[config.mk]
export PLATFORM = sky130hd
export DESIGN_NAME = fwd_hazard_unit_flat
export DESIGN_NICKNAME = d
export VERILOG_FILES = /design/src/rtl/fwd_hazard_unit_if.sv /design/src/rtl/fwd_hazard_unit.sv /design/src/flat_wrapper.sv
export SDC_FILE = /design/constraint.sdc
export NUM_CORES = 1
export LEC_CHECK = 0
export ABC_AREA = 1
export CAP_MARGIN = 0
export CORE_MARGIN = 3
export CORE_UTILIZATION = 46
export CTS_BUF_LIST = sky130_fd_sc_hd__clkbuf_4
export DETAILED_ROUTE_END_ITERATION = 16
export PLACE_DENSITY = 0.82
export SYNTH_ARGS = -nofsm -noshare
export SYNTH_HDL_FRONTEND = slang
export SYNTH_SLANG_ARGS = --single-unit
[constraint.sdc]
create_clock -name clk -period 1.7 [get_ports clk]
set_input_delay 0.51 -clock clk [delete_from_list [all_inputs] [get_ports clk]]
set_output_delay 0.51 -clock clk [all_outputs]
set_load 0.005 [all_outputs]
[src/rtl/fwd_hazard_unit_if.sv]
// ---------------------------------------------------------------------------
// fwd_hazard_unit_if
// Purpose : bundles the decode-stage request and the bypass/stall response
//           exchanged between the pipeline control and fwd_hazard_unit.
// Signals :
//   id_valid    decode holds a valid instruction
//   id_ins      decode instruction word (rs = [25:21], rt = [20:16])
//   id_wr_en    decode instruction writes a register
//   id_wr_addr  its destination register
//   id_is_load  decode instruction is a load
//   flush       squash all in-flight entries
//   sel_a/sel_b bypass select for rs/rt (0 = register file, k = stage k)
//   stall       hold fetch/decode, bubble issued this cycle
//   stall_cnt   saturating count of stall cycles
// Modports: master = pipeline control side, slave = hazard unit side.
// ---------------------------------------------------------------------------
interface fwd_hazard_unit_if #(
  parameter int DATA_W = 32,
  parameter int REG_AW = 5,
  parameter int DEPTH  = 2,
  parameter int SEL_W  = $clog2(DEPTH + 1)
);
  logic              id_valid;
  logic [DATA_W-1:0] id_ins;
  logic              id_wr_en;
  logic [REG_AW-1:0] id_wr_addr;
  logic              id_is_load;
  logic              flush;
  logic [SEL_W-1:0]  sel_a;
  logic [SEL_W-1:0]  sel_b;
  logic              stall;
  logic [15:0]       stall_cnt;

  modport master (
    output id_valid, id_ins, id_wr_en, id_wr_addr, id_is_load, flush,
    input  sel_a, sel_b, stall, stall_cnt
  );

  modport slave (
    input  id_valid, id_ins, id_wr_en, id_wr_addr, id_is_load, flush,
    output sel_a, sel_b, stall, stall_cnt
  );
endinterface

[src/rtl/fwd_hazard_unit.sv]
// ---------------------------------------------------------------------------
// fwd_hazard_unit
// Purpose : forwarding and load-use hazard detection for the MIPS pipeline.
//           A DEPTH-stage shift-register scoreboard records in-flight
//           register writes (stage 1 = youngest). For each decode source
//           operand the youngest matching producer picks the bypass source;
//           if that producer is a load whose data is not ready yet, a stall
//           is raised and a bubble is pushed into the scoreboard.
// Ports   :
//   clk    rising-edge clock
//   rst_n  asynchronous active-low reset (clears scoreboard and counter)
//   bus    fwd_hazard_unit_if.slave (decode request in, selects/stall out)
// Parameters:
//   DATA_W   instruction width
//   REG_AW   register address width
//   DEPTH    number of tracked in-flight write stages (>= 1)
//   LOAD_LAT a load in stage k is ready only when k > LOAD_LAT
//   SEL_W    select width, derived from DEPTH
// ---------------------------------------------------------------------------
module fwd_hazard_unit #(
  parameter int DATA_W   = 32,
  parameter int REG_AW   = 5,
  parameter int DEPTH    = 2,
  parameter int LOAD_LAT = 1,
  parameter int SEL_W    = $clog2(DEPTH + 1)
) (
  input logic              clk,
  input logic              rst_n,
  fwd_hazard_unit_if.slave bus
);

  // Scoreboard, index gi holds stage gi+1.
  logic [DEPTH-1:0]             r_v;
  logic [DEPTH-1:0][REG_AW-1:0] r_addr;
  logic [DEPTH-1:0]             r_ld;
  logic [15:0]                  r_stall_cnt;

  logic [REG_AW-1:0] w_rs;
  logic [REG_AW-1:0] w_rt;
  logic [DEPTH-1:0]  w_ready;
  logic [DEPTH-1:0]  w_match_a;
  logic [DEPTH-1:0]  w_match_b;
  logic [SEL_W-1:0]  w_sel_a;
  logic [SEL_W-1:0]  w_sel_b;
  logic              w_haz_a;
  logic              w_haz_b;
  logic              w_stall;
  logic              w_push_v;
  logic              w_unused_ins;

  assign w_rs = REG_AW'(bus.id_ins[25:21]);
  assign w_rt = REG_AW'(bus.id_ins[20:16]);

  // Only the rs/rt fields of the instruction word matter here.
  assign w_unused_ins = ^{bus.id_ins[DATA_W-1:26], bus.id_ins[15:0]};

  // Per-stage readiness and source matching. Readiness of a load depends
  // only on its stage position, so the stage test folds to a constant.
  genvar gi;
  generate
    for (gi = 0; gi < DEPTH; gi++) begin : g_stage
      localparam bit STAGE_LOAD_READY = (gi + 1) > LOAD_LAT;

      assign w_ready[gi]   = !r_ld[gi] || STAGE_LOAD_READY;
      // Register 0 is hard-wired zero and is never a forwarding target.
      assign w_match_a[gi] = r_v[gi] && (r_addr[gi] == w_rs) && (w_rs != '0);
      assign w_match_b[gi] = r_v[gi] && (r_addr[gi] == w_rt) && (w_rt != '0);
    end
  endgenerate

  // Youngest-match priority: walk from the oldest stage to the youngest so
  // the last hit (lowest stage) wins and shadows every older match, even a
  // ready one. A not-ready youngest match reads the register file (sel 0)
  // and flags a hazard instead.
  always_comb begin
    w_sel_a = '0;
    w_sel_b = '0;
    w_haz_a = 1'b0;
    w_haz_b = 1'b0;
    for (int k = DEPTH - 1; k >= 0; k--) begin
      if (w_match_a[k]) begin
        w_sel_a = w_ready[k] ? SEL_W'(k + 1) : '0;
        w_haz_a = !w_ready[k];
      end
      if (w_match_b[k]) begin
        w_sel_b = w_ready[k] ? SEL_W'(k + 1) : '0;
        w_haz_b = !w_ready[k];
      end
    end
  end

  // A flush squashes the decode instruction too, so it never stalls.
  assign w_stall = bus.id_valid && (w_haz_a || w_haz_b) && !bus.flush;

  // Stage 1 receives the decode write only when it actually issues; a stall
  // or an empty decode slot becomes a bubble.
  assign w_push_v = bus.id_valid && !w_stall && bus.id_wr_en &&
                    (bus.id_wr_addr != '0);

  // Outputs are combinational; the scoreboard reset clears every match, so
  // the selects and stall drop to zero as soon as rst_n falls.
  assign bus.sel_a     = bus.id_valid ? w_sel_a : '0;
  assign bus.sel_b     = bus.id_valid ? w_sel_b : '0;
  assign bus.stall     = w_stall;
  assign bus.stall_cnt = r_stall_cnt;

  always_ff @(posedge clk or negedge rst_n) begin
    if (!rst_n) begin
      r_v    <= '0;
      r_addr <= '0;
      r_ld   <= '0;
    end else if (bus.flush) begin
      r_v <= '0;
    end else begin
      for (int k = DEPTH - 1; k > 0; k--) begin
        r_v[k]    <= r_v[k-1];
        r_addr[k] <= r_addr[k-1];
        r_ld[k]   <= r_ld[k-1];
      end
      r_v[0]    <= w_push_v;
      r_addr[0] <= bus.id_wr_addr;
      r_ld[0]   <= bus.id_is_load;
    end
  end

  always_ff @(posedge clk or negedge rst_n) begin
    if (!rst_n) begin
      r_stall_cnt <= '0;
    end else if (w_stall && (r_stall_cnt != 16'hFFFF)) begin
      r_stall_cnt <= r_stall_cnt + 16'd1;
    end
  end

endmodule

[src/flat_wrapper.sv]
// flat-port wrapper written by rule: the top's interface ports become plain ports
module fwd_hazard_unit_flat 
#(
  parameter int DATA_W   = 32,
  parameter int REG_AW   = 5,
  parameter int DEPTH    = 2,
  parameter int LOAD_LAT = 1,
  parameter int SEL_W    = $clog2(DEPTH + 1)
)
  (clk, rst_n, bus_id_valid, bus_id_ins, bus_id_wr_en, bus_id_wr_addr, bus_id_is_load, bus_flush, bus_sel_a, bus_sel_b, bus_stall, bus_stall_cnt);
  fwd_hazard_unit_if #(.DATA_W(DATA_W), .REG_AW(REG_AW), .DEPTH(DEPTH), .SEL_W(SEL_W)) bus_i ();
  input logic clk;
  input logic rst_n;
  input wire logic [$bits(bus_i.id_valid)-1:0] bus_id_valid;
  input wire logic [$bits(bus_i.id_ins)-1:0] bus_id_ins;
  input wire logic [$bits(bus_i.id_wr_en)-1:0] bus_id_wr_en;
  input wire logic [$bits(bus_i.id_wr_addr)-1:0] bus_id_wr_addr;
  input wire logic [$bits(bus_i.id_is_load)-1:0] bus_id_is_load;
  input wire logic [$bits(bus_i.flush)-1:0] bus_flush;
  output wire logic [$bits(bus_i.sel_a)-1:0] bus_sel_a;
  output wire logic [$bits(bus_i.sel_b)-1:0] bus_sel_b;
  output wire logic [$bits(bus_i.stall)-1:0] bus_stall;
  output wire logic [$bits(bus_i.stall_cnt)-1:0] bus_stall_cnt;
  assign bus_i.id_valid = bus_id_valid;
  assign bus_i.id_ins = bus_id_ins;
  assign bus_i.id_wr_en = bus_id_wr_en;
  assign bus_i.id_wr_addr = bus_id_wr_addr;
  assign bus_i.id_is_load = bus_id_is_load;
  assign bus_i.flush = bus_flush;
  assign bus_sel_a = bus_i.sel_a;
  assign bus_sel_b = bus_i.sel_b;
  assign bus_stall = bus_i.stall;
  assign bus_stall_cnt = bus_i.stall_cnt;
  fwd_hazard_unit #(.DATA_W(DATA_W), .REG_AW(REG_AW), .DEPTH(DEPTH), .LOAD_LAT(LOAD_LAT), .SEL_W(SEL_W)) u_core (.clk(clk), .rst_n(rst_n), .bus(bus_i));
endmodule
==> results.ini <==
[run_status]
violations=negative setup slack
status=complete, but fails checks

[worst_setup_path]
crit_required_ns=1.19
arrival_ns=1.73
path_max_fanout=3
regToRegSetupSlack_ns=-0.26
start_kind=primary input
path_class=in2out
end_kind=output pin

[global_routing]
antenna_found_initial=0
grt_max_degree=30
grt.overflow.total=0
grt_pass1_wl_um=8750
grt_pass1_vias=2046
grtUsageTotal_pct=25.7

[clock_network]
cts_buffers=5
cts_buffer_depth=2
cts.sinks=29
clock-root-buffer=clkbuf_4
cts_tree=done
clk_transition_reported_paths_ns=0.08
ctsHoldBuffers=0
clk_latency_ns=0.34
h-tree-depth=2

[cells_and_area]
diodes=0
fill_cells=240
fin_nets=405
drive_gt1_share_pct=37.7
multi_input_area_um2=1020
final_area_um2=2890
area_growth_pct=62.7
seqCellArea_um2=726

[logic_synthesis]
ys_seq_area_share_pct=40.8
yosys.cell_types.count=29
synth_top_cell_by_area=dfrtp_1
yosys.area.top_type_share_pct=40.8
yosysWarnings=0
synth_cells=258
synth_area_um2=1780
syn-num-nets=302
synth_area_leaders=dfrtp_1, nand2_1, inv_1
synth-seq-cells=29
syn_area_per_cell_um2=6.90

[sta]
rsz0062_at_grt=true
max-slew-margin-rel_pct=75.5
layout_min_cycle_time_ns=2.24
whs_ns=0.503
slew_violations=0
hold_viol_final=0
finalSetupViolations=21
clock.fmax_ghz=0.446
setup_ws_ns=-0.540
period_share_pct=132
finClkSkew_ns=0.00636
tightest_slew_ns=0.365

[power]
power_density_nw_per_um2=508
peakVddDrop_uv=516
p_leak_nw=1.56

[route]
postRouteWirelength_um=6130
ant_nets=0
drt_iter0_drc=129
drc_errors=0
vias_per_cell=5.28
vias=2149
wl_per_cell_um=15.1
drt_pass1_iterations=5

[place]
port_buffers=41
hpwl_um=3320
place_area_um2=2420
place_congestion=0.882

[floorplanning]
start_util_pct=50.5
num_rows=21
dieHeight_um=68.2
die_width_um=68.2
ios=64
core_um2=3520
dieArea_um2=4650

[job]
drv_cap=0

[hold_path]
hold_path.class=reg2reg

==> where the power goes <==
group / internal (W) / switching (W)
Sequential: 0.000719 / 0.0000305
Combinational: 0.000156 / 0.000164
Clock: 0.000166 / 0.000235
Total: 0.00104 / 0.000430
==> area by class of cell <==
type                       instances  share of cell area (%)
clock buffer                       6                    1.56
clock inverter                     1                   0.130
inverter                          45                    6.01
multi-input combinational        181                    35.4
sequential                        29                    25.1
tap                               46                    1.99
timing repair buffer              98                    29.7
timing repair inverter             1                   0.130
==> synthesized netlist by cell type <==
library cell,instances
o22ai_1,2
and3_1,1
o21ai_0,11
o21ai_1,6
nor3_4,1
o41ai_1,1
inv_1,42
xnor2_1,1
dfrtp_1,29
or2_2,1
clkbuf_1,1
nand2_1,89
nand4_1,3
buf_6,2
inv_2,3
nand3_1,12
nand2_2,2
nand4_2,1
nand3_4,1
nor3_2,1
nor2_1,25
o211ai_1,1
ha_1,1
xor2_1,5
nand3b_1,3
a211oi_1,1
nor4_1,1
a21oi_1,5
nor3_1,6
==> registers in the layout (all words and copies together) (netlist names) <==
signal	count
u_core.r_addr	10
u_core.bus.stall_cnt	16
u_core.r_v	2
u_core.r_ld	1
==> worst max-delay path: stages <==
cell	delay, ns
clkdlybuf4s15_1	0.22
inv_2	0.06
nand2_1	0.10
nand2_1	0.09
inv_1	0.07
nand2_2	0.07
nor2_4	0.12
nand2_2	0.10
buf_6	0.13
nand2_4	0.06
nand2_2	0.05
inv_2	0.06
buf_6	0.09
==> logic make-up after synthesis <==
logic type               Yosys count  share of synthesized area (%)
adder cells (fa/ha/maj)            1                          0.703
buffers and inverters             48                           11.0
flip-flops                        29                           40.8
XOR/XNOR                           6                           2.95
AND/OR/NAND/NOR                  147                           36.4
AO/OA/AOI/OAI                     27                           8.23
==> layout by cell type (no fill, tap or decap), types with 10 or more instances in the layout <==
cell type	count
nand3_1	10
inv_1	32
buf_4	47
nand2_2	16
dlygate4sd2_1	17
o21ai_0	11
inv_2	13
nor2_1	14
dfrtp_1	29
nand2_1	72
==> worst paths after layout <==
kind | depth (start not counted) | end | from
max | 13 | bus_stall | bus_id_ins[17]
min | 2 | u_core.bus.stall_cnt[5] | u_core.bus.stall_cnt[5]
max reg2reg | 14 | u_core.bus.stall_cnt[7] | u_core.r_addr[3]
min reg2reg | 2 | u_core.bus.stall_cnt[5] | u_core.bus.stall_cnt[5]
max in group asynchronous | 2 | u_core.bus.stall_cnt[9] | rst_n
min in group asynchronous | 2 | u_core.r_addr[8] | rst_n
==> what timing repair did <==
action / 4_1_cts / 5_1_grt
setup endpoints to repair: 37 / 21
pin swaps: 18 / 15
buffers inserted: 29 / 4
gates cloned: 2 / 0
resized for setup: 94 / 39
==> stage by stage <==
step | util, % | setup TNS [ns] | cells | worst slack, ns | total power [W]
2_1_floorplan | - | 0 | 258 | 0.0388 | 0.000860
3_3_place_gp | 68.7 | -11.94 | 366 | -0.954 | 0.00100
3_5_place_dp | 68.7 | -13.22 | 366 | -1.00 | 0.00101
4_1_cts | 77.9 | -2.53 | 403 | -0.519 | 0.00143
5_1_grt | 82.2 | -6.90 | 407 | -0.625 | 0.00154
6_report | 82.2 | -5.24 | 407 | -0.540 | 0.00147
==> layer usage <==
layer | global-route usage, % | share of wire [%] | vias to the layer above
li1 | - | - | 1012
met1 | 26.8 | 39 | 1025
met2 | 46.9 | 52 | 85
met3 | 4.27 | 4.9 | 27
met4 | 17.1 | 4.3 | 0
met5 | 0 | 0 | -
No activity file was read; power rests on OpenSTA's default activity.
